[config.mk]
export PLATFORM = sky130hd
export DESIGN_NAME = btb_update_sched
export DESIGN_NICKNAME = d
export VERILOG_FILES = /design/src/rtl/btb_pkg.sv /design/src/rtl/btb_upd_fifo.sv /design/src/rtl/btb_update_sched.sv
export SDC_FILE = /design/constraint.sdc
export NUM_CORES = 1
export LEC_CHECK = 0
export ABC_CLOCK_PERIOD_IN_PS = 4100
export CORE_MARGIN = 2
export CORE_UTILIZATION = 52
export CTS_CLUSTER_DIAMETER = 60
export DETAILED_ROUTE_END_ITERATION = 16
export PLACE_DENSITY = 0.8
export SLEW_MARGIN = 15
export SYNTH_ARGS = -nofsm -noshare
export SYNTH_HDL_FRONTEND = slang
export SYNTH_HIERARCHICAL = 1
export SYNTH_SLANG_ARGS = --single-unit
[constraint.sdc]
create_clock -name clk -period 4.1 [get_ports clk]
set_input_delay 1.23 -clock clk [delete_from_list [all_inputs] [get_ports clk]]
set_output_delay 1.23 -clock clk [all_outputs]
set_load 0.05 [all_outputs]
[src/rtl/btb_pkg.sv]
// Shared BTB definitions: prediction-state encodings, scheduler FSM states,
// the queued-update record and the 2-bit saturating prediction update.
package btb_pkg;

    localparam logic [1:0] ST_NT  = 2'b00;
    localparam logic [1:0] ST_WT  = 2'b01;
    localparam logic [1:0] ST_ST  = 2'b10;
    localparam logic [1:0] ST_RSV = 2'b11;

    localparam logic [1:0] FSM_IDLE  = 2'd0;
    localparam logic [1:0] FSM_DRAIN = 2'd1;
    localparam logic [1:0] FSM_FORCE = 2'd2;

    typedef struct packed {
        logic [31:0] pc;
        logic [31:0] target;
        logic [1:0]  state;
    } btb_upd_t;

    // The reserved encoding is treated as a weak entry in either direction.
    function automatic logic [1:0] btb_next_state(input logic taken, input logic [1:0] cur);
        logic [1:0] nxt;
        case (cur)
            ST_NT:   nxt = taken ? ST_WT : ST_NT;
            ST_WT:   nxt = taken ? ST_ST : ST_NT;
            ST_ST:   nxt = taken ? ST_ST : ST_WT;
            ST_RSV:  nxt = taken ? ST_ST : ST_NT;
            default: nxt = ST_NT;
        endcase
        return nxt;
    endfunction

endpackage

[src/rtl/btb_upd_fifo.sv]
// Small power-of-two FIFO holding pending BTB updates; the head is visible
// combinationally so it can be written in the same cycle it is popped.
module btb_upd_fifo #(
    parameter int DEPTH = 4,
    parameter int WIDTH = 66
) (
    input  logic                     clk,
    input  logic                     rst,
    input  logic                     push,
    input  logic [WIDTH-1:0]         push_data,
    input  logic                     pop,
    output logic [WIDTH-1:0]         head,
    output logic                     full,
    output logic                     empty,
    output logic [$clog2(DEPTH):0]   count
);
    localparam int AW = $clog2(DEPTH);
    localparam int CW = AW + 1;

    logic [WIDTH-1:0] mem [DEPTH];
    logic [AW-1:0]    wr_ptr;
    logic [AW-1:0]    rd_ptr;
    logic             do_push;
    logic             do_pop;

    // A full queue refuses a push even when a pop frees a slot that cycle.
    assign full    = (count == CW'(DEPTH));
    assign empty   = (count == '0);
    assign do_push = push && !full;
    assign do_pop  = pop && !empty;
    assign head    = mem[rd_ptr];

    always_ff @(posedge clk) begin
        if (do_push) begin
            mem[wr_ptr] <= push_data;
        end
    end

    always_ff @(posedge clk) begin
        if (rst) begin
            wr_ptr <= '0;
            rd_ptr <= '0;
            count  <= '0;
        end else begin
            if (do_push) wr_ptr <= wr_ptr + 1'b1;
            if (do_pop)  rd_ptr <= rd_ptr + 1'b1;
            count <= count + CW'(do_push) - CW'(do_pop);
        end
    end

endmodule

[src/rtl/btb_update_sched.sv]
// Shares the single BTB port between fetch lookups and queued execute-stage
// updates, forcing a write when an update has waited too long, and raises a
// one-cycle redirect for each accepted mispredicted branch.
module btb_update_sched
    import btb_pkg::*;
#(
    parameter int NUM_ENTRIES = 64,
    parameter int QDEPTH      = 4,
    parameter int STARVE_MAX  = 3
) (
    input  logic        clk,
    input  logic        rst,
    input  logic        lu_valid,
    input  logic [31:0] lu_pc,
    output logic        lu_ready,
    input  logic        ex_valid,
    input  logic [31:0] ex_pc,
    input  logic [31:0] ex_target,
    input  logic        ex_taken,
    input  logic        ex_pred_taken,
    input  logic [1:0]  ex_state,
    output logic        ex_ready,
    output logic        btb_rd,
    output logic [31:0] btb_rd_pc,
    output logic        btb_wr,
    output logic [31:0] btb_wr_pc,
    output logic [1:0]  btb_wr_state,
    output logic [31:0] btb_wr_target,
    output logic        flush,
    output logic [31:0] redirect_pc
);
    localparam int CW = $clog2(QDEPTH) + 1;
    localparam int WW = $clog2(STARVE_MAX + 1);
    localparam logic [WW-1:0] WAIT_MAX = WW'(STARVE_MAX);

    if (NUM_ENTRIES < 1 || STARVE_MAX < 1 || QDEPTH < 2 || (QDEPTH & (QDEPTH - 1)) != 0) begin : g_bad_params
        $error("btb_update_sched: unsupported NUM_ENTRIES/QDEPTH/STARVE_MAX");
    end

    logic [1:0]    state_q, state_d;
    logic [WW-1:0] wait_q, wait_d;
    logic          push, pop, full, empty, go_force, mispredict;
    logic [CW-1:0] count, count_next;
    btb_upd_t      push_upd, head_upd;

    assign ex_ready   = !full;
    assign push       = ex_valid && !full;
    assign mispredict = push && (ex_taken != ex_pred_taken);
    assign push_upd   = '{pc: ex_pc, target: ex_target, state: btb_next_state(ex_taken, ex_state)};
    assign count_next = count + CW'(push) - CW'(pop);

    btb_upd_fifo #(
        .DEPTH (QDEPTH),
        .WIDTH ($bits(btb_upd_t))
    ) u_fifo (
        .clk       (clk),
        .rst       (rst),
        .push      (push),
        .push_data (push_upd),
        .pop       (pop),
        .head      (head_upd),
        .full      (full),
        .empty     (empty),
        .count     (count)
    );

    // Lookups win while draining; each lookup that starves the head ages it.
    always_comb begin
        lu_ready = 1'b1;
        pop      = 1'b0;
        wait_d   = wait_q;
        go_force = 1'b0;
        state_d  = FSM_IDLE;
        case (state_q)
            FSM_DRAIN: begin
                if (!lu_valid) begin
                    pop    = !empty;
                    wait_d = '0;
                end else begin
                    if (wait_q != WAIT_MAX) wait_d = wait_q + 1'b1;
                    go_force = (wait_d == WAIT_MAX) || full;
                end
            end
            FSM_FORCE: begin
                lu_ready = 1'b0;
                pop      = !empty;
                wait_d   = '0;
            end
            default: wait_d = '0;
        endcase
        if (go_force)                state_d = FSM_FORCE;
        else if (count_next != '0)   state_d = FSM_DRAIN;
    end

    assign btb_rd        = lu_valid && lu_ready;
    assign btb_rd_pc     = lu_pc;
    assign btb_wr        = pop;
    assign btb_wr_pc     = head_upd.pc;
    assign btb_wr_state  = head_upd.state;
    assign btb_wr_target = head_upd.target;

    always_ff @(posedge clk) begin
        if (rst) begin
            state_q     <= FSM_IDLE;
            wait_q      <= '0;
            flush       <= 1'b0;
            redirect_pc <= '0;
        end else begin
            state_q <= state_d;
            wait_q  <= wait_d;
            flush   <= mispredict;
            if (mispredict) redirect_pc <= ex_taken ? ex_target : ex_pc + 32'd4;
        end
    end

endmodule

Word level (Yosys, flattened, before mapping)
Memories as Yosys holds them, arrays and structs flattened. A register that Yosys moved wholly into a read port is not among the register bits.
Cells that the tools add are included.
- add/subtract/negate cells: 8
- eq/ne operators: 9
- mux-type cells: 19
- bitwise gates (word level): 2
- reduce and logical (&&, ||, !) cells: 14
- operators by type and width (cell ; number):
    32-bit by 3-bit adder with 32-bit output (second input constant) ; 1
    32-bit 2-to-1 mux ; 1
    2-bit 2-to-1 mux ; 8
    2-bit equality test (second input constant) ; 4
    1-bit 2-to-1 mux ; 8
    2-bit by 1-bit adder with 2-bit output (second input constant) ; 3
    3-bit by 1-bit adder with 3-bit output ; 2
    2-bit one-hot mux with 3 select lines ; 1
    3-bit by 1-bit subtractor with 3-bit output ; 2
    1-bit logical AND ; 5
    2-bit by 1-bit equality test with 1-bit output (second input constant) ; 2
    2-bit OR reduction ; 2
    3-bit equality test (second input constant) ; 1
    3-bit logical NOT ; 1
    3-bit nonzero test ; 1
    3-bit OR reduction ; 1
    1-bit logical NOT ; 2
    2-bit logical NOT ; 1
    2-bit inequality test (second input constant) ; 1
    1-bit NOT ; 2
    1-bit one-hot mux with 2 select lines ; 1
    1-bit logical OR ; 1
    1-bit inequality test ; 1
- flip-flop bits (word level): 44
- bits in writable memories: 264
- bits of input ports: 104
- output and inout bits: 135
- word-level logic and storage cells: 61
- memories kept: 1
- memory list (memory ; words ; width ; rd ports ; clocked after memory_dff ; write ports ; RTL line ; RTL):
    u_fifo.mem ; 4 ; 66 ; 1 ; 1 ; 1 ; btb_upd_fifo.sv:20 ; logic [WIDTH-1:0] mem [DEPTH];

Depth between registers and ports, before layout
Gate-level depths: netlist of run 1.
- depth in word-level cells: 9
- mapped depth: 13
- mapped depth without buffers: 13

Cells and area by module
Netlist of run 1, hierarchy kept.
- modules (own cells, without submodules) (module ; times used ; cells each ; area an instance (sq um) ; sequential area each (sq um)):
    btb_upd_fifo ; 1 ; 395 ; 9984.6 ; 8107.8
    btb_update_sched ; 1 ; 332 ; 2600.0 ; 740.7

Worst setup path before layout of run 1
No wires, ideal clock.
- path kind: input-to-reg
- start point: in lu_valid
- end point: reg u_fifo.count[2]
- library setup time: 0.125 ns
- data arrival time: 3.955 ns
- data required time: 3.975 ns
- slack: 0.020 ns
- stages: 12
- buffers on the path: 0
- cell sequence: inv_1 -> a21oi_1 -> nor3_1 -> o31ai_1 -> inv_1 -> ha_1 -> inv_1 -> ha_1 -> fa_1 -> xnor2_1 -> xnor2_1 -> nor2_1
- longest elaborated chain between the ends: 4
- ends and longest elaborated chain (what ; RTL line ; RTL):
    start: declaration ; btb_update_sched.sv:13 ; input logic lu_valid,
    1-bit 2-to-1 mux ; btb_update_sched.sv:76 ; if (!lu_valid) begin
    1-bit one-hot mux with 2 select lines ; btb_update_sched.sv:74 ; case (state_q)
    named net btb_wr ; btb_update_sched.sv:25 ; output logic btb_wr,
    1-bit logical AND ; btb_upd_fifo.sv:30 ; assign do_pop = pop && !empty;
    named net u_fifo.do_pop ; btb_upd_fifo.sv:24 ; logic do_pop;
    3-bit by 1-bit subtractor with 3-bit output ; btb_upd_fifo.sv:47 ; count <= count + CW'(do_push) - CW'(do_pop);
    end signal: assignment ; btb_upd_fifo.sv:47 ;
    end: declaration ; btb_upd_fifo.sv:15 ; output logic [$clog2(DEPTH):0] count
The timed path passes the listed nets, and every way through them passes these cells.
A chain may end at the register's enable or synchronous reset.

==> results.json, run 1 <==
{
  "gp_congestion": 0.779,
  "hold_class": "register to register",
  "firstDrtPassIters": 5,
  "grt_max_degree": 52,
  "post_cts_resized": 0,
  "ys_seq_elements": 310,
  "powerDensity_nw_per_um2": 584,
  "initialDrtViolationCount": 526,
  "slowest_delay_ps": 720,
  "n_antenna_cell": 0,
  "cts_root_buffer": "clkbuf_16",
  "slew_viol_final": 0,
  "clk_latency_ps": 500,
  "worstMarginPinSlew_ps": 601,
  "cts_setup_buffers": 0,
  "rows": 56,
  "routedWlPerCell_um": 22.0,
  "clockBufferDepth": 3,
  "cts_sinks": 310,
  "status": "finished, final reports clean",
  "synth_top_flop_cell": "edfxtp_1",
  "grt_pass1_vias": 7128,
  "async_reset_ff_share_pct": 0,
  "routed_wl_um": 27300,
  "multi_input_area_um2": 3210,
  "viasPerCell": 5.68,
  "ys.warnings.count": 6,
  "dieArea_um2": 25500,
  "ys_seq_area_share_pct": 70.3,
  "rsz0062_at_grt": "no",
  "fin_ws_ps": 264,
  "worstPathCellList": "buf_4 -> mux4_2 -> clkdlybuf4s50_1",
  "crit_arrival_ps": 2610,
  "r2r-start": "u_fifo/count[2]",
  "period_minus_slack_ps": 3840,
  "fin_cells": 1237,
  "drive_above_1_share_pct": 17.2,
  "fin_tns_setup_ps": 0,
  "rrSetupSlack_ps": 1570,
  "p_leak_nw": 5.11,
  "max-slew-margin-rel_pct": 59.8,
  "timing.fmax_mhz": 261,
  "area_growth_syn_to_layout_pct": 24.2,
  "nets": 1009,
  "crit_slowest_cell": "clkdlybuf4s50_1",
  "synth.net_count": 844,
  "portBuffers": 174,
  "cts_max_level": 2,
  "pre_cts_ws_ps": 304,
  "final.period_utilization_pct": 93.6,
  "max_cap_viol_count": 0,
  "reg2reg_depth": 13,
  "drc": 0,
  "fin_util_pct": 66.2,
  "worst_setup_path_start_kind": "register",
  "register_area_um2": 8850,
  "syn_avg_cell_area_um2": 17.3,
  "antenna_found_initial": 0,
  "synth_area_um2": 12600,
  "die_width_um": 160,
  "fill_cells": 1593,
  "cts_tree": "built",
  "antenna_left": 0,
  "vias": 7031,
  "dp_hpwl_um": 18000,
  "placed_cells": 1175,
  "crit_fanout": 23,
  "critPathCapture": "btb_wr_pc[16]",
  "grt_first_pass_wirelength_um": 41400,
  "synth.distinct_cells": 49,
  "grt_overflow": 0,
  "ir_drop_v": 0.000353,
  "holdWs_ps": 439,
  "crit_path_end_kind": "output port",
  "path_clk_slew_ps": 60,
  "numCtsBuffers": 34,
  "synthCells": 727,
  "synth_edf_count": 264,
  "report.final.setup_viol": 0,
  "start_util_pct": 53.3,
  "track_usage_pct": 21.4,
  "required_ps": 2870,
  "hold_viol": 0,
  "ios": 239,
  "cts_hold_buf": 0,
  "clock_skew_ps": 7.88,
  "critPathKind": "register to output port",
  "die_y_um": 160,
  "core_area_um2": 23600,
  "r2r_end": "u_fifo/count[2]"
}
==> per-stage QoR <==
step,cell area (um2),total power [mW]
finish,15600,9.12
global route,15600,9.45
global placement,14600,6.29
CTS,15600,9.21
floorplan,12600,5.57
detailed placement,14600,6.33
==> flip-flops by register name, indices dropped and copies added, names as in the netlist, named ones only <==
register and count:
flush 1, u_fifo/count 3, u_fifo/mem 264, wait_q 2, u_fifo/wr_ptr 2, state_q 2
u_fifo/rd_ptr 2, redirect_pc 32
==> cells in the final DEF (no fill, tap or decap), drive strengths merged, types with 2 or more instances in the layout <==
cell type / instances
fa: 2
nand4: 4
and3: 15
a31oi: 2
mux4: 66
nor4: 8
nand2b: 5
buf: 26
clkdlybuf4s50: 171
a211oi: 5
inv: 24
xnor2: 29
o211ai: 4
dfxtp: 46
a21oi: 23
and2: 7
edfxtp: 264
nor2: 27
nor2b: 4
clkbuf: 45
or3: 2
clkinv: 15
mux2i: 7
o22ai: 10
a2111oi: 5
nor3: 13
nand3: 17
xor2: 4
nor3b: 7
ha: 11
o21ai: 11
nand2: 27
==> report_power, final <==
| group | leakage (nW) | internal [mW] | switching, mW |
|---|---|---|---|
| clock | 0.536 | 1.69 | 1.18 |
| sequential | 2.80 | 3.87 | 0.125 |
| combinational | 1.78 | 0.819 | 1.44 |
==> layout make-up <==
cell class / instances / share of cell area, %
flip-flops and latches: 310 / 56.7
multi-input cells: 326 / 20.6
repair buffers: 197 / 12.8
clock buffers: 45 / 6.25
well taps: 319 / 2.55
clock inverters: 17 / 0.601
inverters: 23 / 0.552
==> per-layer routing <==
layer | vias up | wire length [um] | GRT usage, %
li1 | 3140 | - | -
met1 | 3587 | 11000 | 28.6
met2 | 269 | 13900 | 36.0
met3 | 35 | 2010 | 4.61
met4 | 0 | 326 | 5.37
met5 | - | 0 | 0
==> cell families (layout without fill, tap and decap cells) <==
kind of cell    count (synthesis)  after routing  share of synthesized area [%]
simple gates                  141            141                           6.03
buf+inv                        91            282                           4.23
fa+ha+maj                      13             13                           1.41
compound gates                 66             66                           3.36
mux                            73             73                           12.4
flops                         310            310                           70.3
xor+xnor                       33             33                           2.30
==> synthesized netlist by cell type, types with 5 or more instances <==
cell type  count  share of area, %
buf_2          8              0.32
nor4_1         6              0.30
nand3_1       16              0.64
xnor2_1       29               2.0
inv_1         22              0.66
nor3b_1        7              0.42
buf_6          7              0.63
nand2_1       27              0.81
a211oi_1       5              0.30
nor2_1        27              0.81
nand2b_1       5              0.25
clkbuf_1      19              0.57
and3_1        15              0.75
ha_1          11               1.1
o21ai_0       11              0.44
o22ai_1       10              0.50
dfxtp_1       46               7.3
a21oi_1       23              0.91
nor3_1        12              0.48
mux2i_1        7              0.56
and2_1         7              0.35
buf_4         34               2.0
mux4_2        66                12
edfxtp_1     264                63
==> worst max-delay path: cells and delay by family (launching register included) <==
family | cells | cell delay, ps
flip-flops | 1 | 350
buffers and inverters | 2 | 1120
multiplexers | 1 | 600
==> worst min path at each step <==
| stage | from | to | slack, ps | cells after the start |
|---|---|---|---|---|
| after floorplan | wait_q[0] | wait_q[0] | 410 | 1 |
| after global placement | wait_q[0] | wait_q[0] | 420 | 1 |
| after detailed placement | wait_q[0] | wait_q[0] | 440 | 1 |
| after CTS | wait_q[0] | wait_q[0] | 440 | 1 |
| after global routing | wait_q[0] | wait_q[0] | 470 | 1 |
| final | wait_q[0] | wait_q[0] | 440 | 1 |
No activity file was read; power rests on OpenSTA's default activity.
==> run 2, diff against run 1 <==
--- a/config.mk
+++ b/config.mk
@@ -6,11 +6,14 @@
 export NUM_CORES = 1
 export LEC_CHECK = 0
 export ABC_CLOCK_PERIOD_IN_PS = 4100
+export CELL_PAD_IN_SITES_DETAIL_PLACEMENT = 1
+export CELL_PAD_IN_SITES_GLOBAL_PLACEMENT = 1
 export CORE_MARGIN = 2
-export CORE_UTILIZATION = 52
+export CORE_UTILIZATION = 44
 export CTS_CLUSTER_DIAMETER = 60
 export DETAILED_ROUTE_END_ITERATION = 16
 export PLACE_DENSITY = 0.8
+export REMOVE_ABC_BUFFERS = 1
 export SLEW_MARGIN = 15
 export SYNTH_ARGS = -nofsm -noshare
 export SYNTH_HDL_FRONTEND = slang
==> results.json, run 2 (same netlist as run 1, synthesis figures left out) <==
{
  "drive_above_1_share_pct": 17.6,
  "antenna_found_initial": 1,
  "final_common_cell": "edfxtp_1",
  "post_cts_resized": 0,
  "crit_path_end_kind": "output port",
  "slowest_delay_ps": 740,
  "max-slew-margin-rel_pct": 50.3,
  "reg2reg_depth": 12,
  "viasPerCell": 5.51,
  "clk_latency_ps": 510,
  "dieArea_um2": 30000,
  "area_growth_syn_to_layout_pct": 25.6,
  "mostFrequentLayoutCells": "edfxtp_1 (264), clkdlybuf4s50_1 (170), mux4_2 (66)",
  "cts_tree": "built",
  "report.final.setup_viol": 0,
  "cts_root_buffer": "clkbuf_16",
  "grt_overflow": 0,
  "required_ps": 2870,
  "initialDrtViolationCount": 475,
  "die_width_um": 173,
  "drc": 0,
  "period_minus_slack_ps": 3750,
  "nets": 1015,
  "multi_input_area_um2": 3210,
  "crit_slowest_cell": "clkdlybuf4s50_1",
  "path_clk_slew_ps": 60,
  "holdWs_ps": 437,
  "timing.fmax_mhz": 267,
  "antenna_left": 0,
  "crit_arrival_ps": 2520,
  "dp_hpwl_um": 21100,
  "portBuffers": 174,
  "routedWlPerCell_um": 25.1,
  "fin_util_pct": 56.4,
  "path_delay_family": "buffers and inverters",
  "hold_viol": 0,
  "fin_tns_setup_ps": 0,
  "crit_fanout": 26,
  "worst_setup_path_start_kind": "register",
  "cts_sinks": 310,
  "ir_drop_v": 0.000310,
  "grt_first_pass_wirelength_um": 49300,
  "status": "finished, final reports clean",
  "grt_pass1_vias": 7840,
  "numCtsBuffers": 34,
  "register_area_um2": 8860,
  "critPathKind": "register to output port",
  "slew_viol_final": 0,
  "reg_top3": "u_fifo/mem (264), redirect_pc (32), u_fifo/count (3)",
  "worstPathCellList": "buf_12 -> mux4_2 -> clkdlybuf4s50_1",
  "cts_hold_buf": 0,
  "start_util_pct": 44.9,
  "regMostFlops": "u_fifo/mem",
  "hold_class": "register to register",
  "rsz0062_at_grt": "no",
  "hold_path_depth": 1,
  "cts_setup_buffers": 0,
  "largest_reg_flops": 264,
  "routed_wl_um": 32600,
  "final.period_utilization_pct": 91.5,
  "max_cap_viol_count": 0,
  "rows": 61,
  "rrSetupSlack_ps": 1460,
  "fill_cells": 2582,
  "critical_path_depth": 3,
  "cts_max_level": 2,
  "firstDrtPassIters": 5,
  "critPathBufInv": 2,
  "placed_cells": 1240,
  "p_leak_nw": 5.15,
  "grt_max_degree": 44,
  "clock_skew_ps": 13.9,
  "gp_congestion": 0.782,
  "vias": 7171,
  "core_area_um2": 28000,
  "clockBufferDepth": 3,
  "fin_cells": 1301,
  "track_usage_pct": 21.7,
  "ios": 239,
  "die_y_um": 173,
  "powerDensity_nw_per_um2": 589,
  "worstMarginPinSlew_ps": 743
}
## run 2: cell count changes in the layout (fill, tap and decap cells not counted), sizes merged
| cell | change |
|---|---|
| buf | +7 |
| clkinv | -7 |
| clkbuf | +4 |
| diode | +1 |
| clkdlybuf4s50 | -1 |
| clkinvlp | -1 |
| bufinv | +2 |
## run 2: worst paths after layout
kind                                      start              end
worst max-delay path                   register    btb_wr_pc[15]
worst min-delay path                  wait_q[0]        wait_q[0]
worst max register to register  u_fifo/count[1]  u_fifo/count[2]
worst min register to register        wait_q[0]        wait_q[0]
## run 2: cell type report
| class | instances | area share [%] |
|---|---|---|
| Sequential cell | 310 | 56.0 |
| Multi-Input combinational cell | 326 | 20.3 |
| Timing Repair Buffer | 203 | 13.2 |
| Clock buffer | 49 | 6.19 |
| Tap cell | 378 | 2.99 |
| Clock inverter | 11 | 0.705 |
| Inverter | 23 | 0.546 |
| Antenna cell | 1 | 0.0158 |
## run 2: metal layers
layer  vias up  global-route usage (%)  share of wire, %
met4         0                    5.51               2.0
met2       254                    35.7                49
met1      3719                    29.0                43
met3        55                    5.63               6.6
met5         -                       0                 0
li1       3143                       -                 -
## run 2: through the flow
step	power (mW)	worst slack, ps	cell area [um2]
3_5_place_dp	6.40	321	14700
2_1_floorplan	5.47	-751	12100
5_1_grt	9.61	288	15800
3_3_place_gp	6.34	447	14700
6_report	9.30	350	15800
4_1_cts	9.39	317	15800
## run 2: where the power goes
group,internal (mW),leakage [nW],switching (mW),total (mW)
clock,1.79,0.540,1.19,2.97
combinational,0.833,1.82,1.49,2.32
sequential,3.87,2.80,0.136,4.01
total,6.49,5.15,2.81,9.30
==> run 3, diff against run 2 <==
--- a/config.mk
+++ b/config.mk
@@ -5,14 +5,14 @@
 export SDC_FILE = /design/constraint.sdc
 export NUM_CORES = 1
 export LEC_CHECK = 0
-export ABC_CLOCK_PERIOD_IN_PS = 4100
+export ABC_CLOCK_PERIOD_IN_PS = 3300
 export CELL_PAD_IN_SITES_DETAIL_PLACEMENT = 1
 export CELL_PAD_IN_SITES_GLOBAL_PLACEMENT = 1
 export CORE_MARGIN = 2
-export CORE_UTILIZATION = 44
+export CORE_UTILIZATION = 39
 export CTS_CLUSTER_DIAMETER = 60
 export DETAILED_ROUTE_END_ITERATION = 16
-export PLACE_DENSITY = 0.8
+export PLACE_DENSITY = 0.84
 export REMOVE_ABC_BUFFERS = 1
 export SLEW_MARGIN = 15
 export SYNTH_ARGS = -nofsm -noshare
==> constraint.sdc (replaced) <==
create_clock -name clk -period 3.3 [get_ports clk]
set_input_delay 0.99 -clock clk [delete_from_list [all_inputs] [get_ports clk]]
set_output_delay 0.99 -clock clk [all_outputs]
set_load 0.05 [all_outputs]
==> results.json, run 3 (same netlist as run 1, synthesis figures left out) <==
{
  "status": "finished, final reports clean",
  "die_y_um": 184,
  "routedWlPerCell_um": 24.7,
  "place_area_um2": 14800,
  "crit_arrival_ps": 2160,
  "fin_cells": 1351,
  "drc": 0,
  "nets": 1040,
  "worst_setup_path_start_kind": "register",
  "ios": 239,
  "cts_root_buffer": "clkbuf_16",
  "clockBufferDepth": 3,
  "final_common_cell": "edfxtp_1",
  "cts_tree": "built",
  "p_total_mw": 11.6,
  "final.period_utilization_pct": 95.3,
  "rows": 65,
  "placed_cells": 1288,
  "portBuffers": 174,
  "cts_setup_buffers": 0,
  "fin_area_um2": 15900,
  "dp_hpwl_um": 22200,
  "rsz0062_at_grt": "no",
  "globalRoute.busiestLayer": "met2",
  "post_cts_resized": 0,
  "reg_top3": "u_fifo/mem (264), redirect_pc (32), u_fifo/count (3)",
  "initialDrtViolationCount": 545,
  "powerDensity_nw_per_um2": 728,
  "dieArea_um2": 33700,
  "crit_fanout": 32,
  "hold_viol": 0,
  "hold_class": "register to register",
  "start_util_pct": 39.8,
  "met2_usage_pct": 31.9,
  "slew_viol_final": 0,
  "track_usage_pct": 19.8,
  "vias": 7207,
  "period_minus_slack_ps": 3150,
  "drive_above_1_share_pct": 26.7,
  "grt_overflow": 0,
  "mostFrequentLayoutCells": "edfxtp_1 (264), buf_4 (107), clkdlybuf4s50_1 (104)",
  "critPathKind": "register to output port",
  "required_ps": 2310,
  "fill_cells": 2993,
  "crit_path_end_kind": "output port",
  "timing.fmax_mhz": 318,
  "worstMarginPinSlew_ps": 619,
  "cts_sinks": 310,
  "core_area_um2": 31600,
  "regMostFlops": "u_fifo/mem",
  "die_width_um": 184,
  "gp_congestion": 0.727,
  "grt_max_degree": 52,
  "register_area_um2": 8860,
  "p_leak_nw": 5.35,
  "use_met1_pct": 26.3,
  "largest_reg_flops": 264,
  "grtUsageMet3_pct": 5.73,
  "clock_skew_ps": 14.1,
  "path_clk_slew_ps": 60,
  "ir_drop_v": 0.000410,
  "clk_latency_ps": 500,
  "firstDrtPassIters": 6,
  "multi_input_area_um2": 3220,
  "grt_pass1_vias": 7872,
  "grt_first_pass_wirelength_um": 49500,
  "report.final.setup_viol": 0,
  "numCtsBuffers": 35,
  "antenna_found_initial": 1,
  "cts_max_level": 2,
  "area_growth_syn_to_layout_pct": 26.6,
  "cts_hold_buf": 0,
  "viasPerCell": 5.33,
  "antenna_left": 0,
  "routed_wl_um": 33400,
  "fin_tns_setup_ps": 0,
  "max-slew-margin-rel_pct": 58.6,
  "max_cap_viol_count": 0
}
## run 3: changes by cell type in the layout (fill, tap and decap cells not counted), moves of 2 or more
cell / previous run / this run
inv_6: 2 / 0
clkdlybuf4s50_1: 170 / 104
buf_12: 11 / 14
buf_4: 20 / 107
clkbuf_16: 35 / 37
## run 3: power breakdown
part           switching (mW)  internal, mW
registers               0.169          4.81
clock network            1.47          2.32
logic                    1.86         0.979
total                    3.50          8.10
## run 3: final timing paths
check                                      from         endpoint  slack [ps]  cells after the start
worst max register to register  u_fifo/count[1]  u_fifo/count[2]         710                     12
worst max-delay path                   register    btb_wr_pc[12]         150                      3
worst min-delay path                  wait_q[0]        wait_q[0]         440                      1
worst min register to register        wait_q[0]        wait_q[0]         440                      1
## run 3: critical path, stage by stage (launching register included)
cell and delay [ps]:
dfxtp_4 520, buf_12 310, mux4_2 590, buf_4 210
## run 3: stage by stage
step           utilization [%]  setup slack [ps]  hold WS (ps)
2_1_floorplan                -             -1310           413
3_3_place_gp              46.8             -67.4           421
3_5_place_dp              46.8              -146           429
4_1_cts                   50.3              97.1           443
5_1_grt                   50.3              36.3           461
6_report                  50.4               154           437
## run 3: layer usage
layer / vias up / wire (um)
met5: - / 0
met4: 0 / 660
met3: 48 / 2400
met2: 247 / 16000
met1: 3712 / 14300
li1: 3200 / -
## run 3: final cells by class
class / count / area share [%]
sequential: 310 / 55.6
clock inverter: 10 / 0.628
tap: 402 / 3.16
inverter: 23 / 0.542
antenna: 1 / 0.0157
multi-input combinational: 326 / 20.2
timing repair buffer: 227 / 13.4
clock buffer: 52 / 6.48
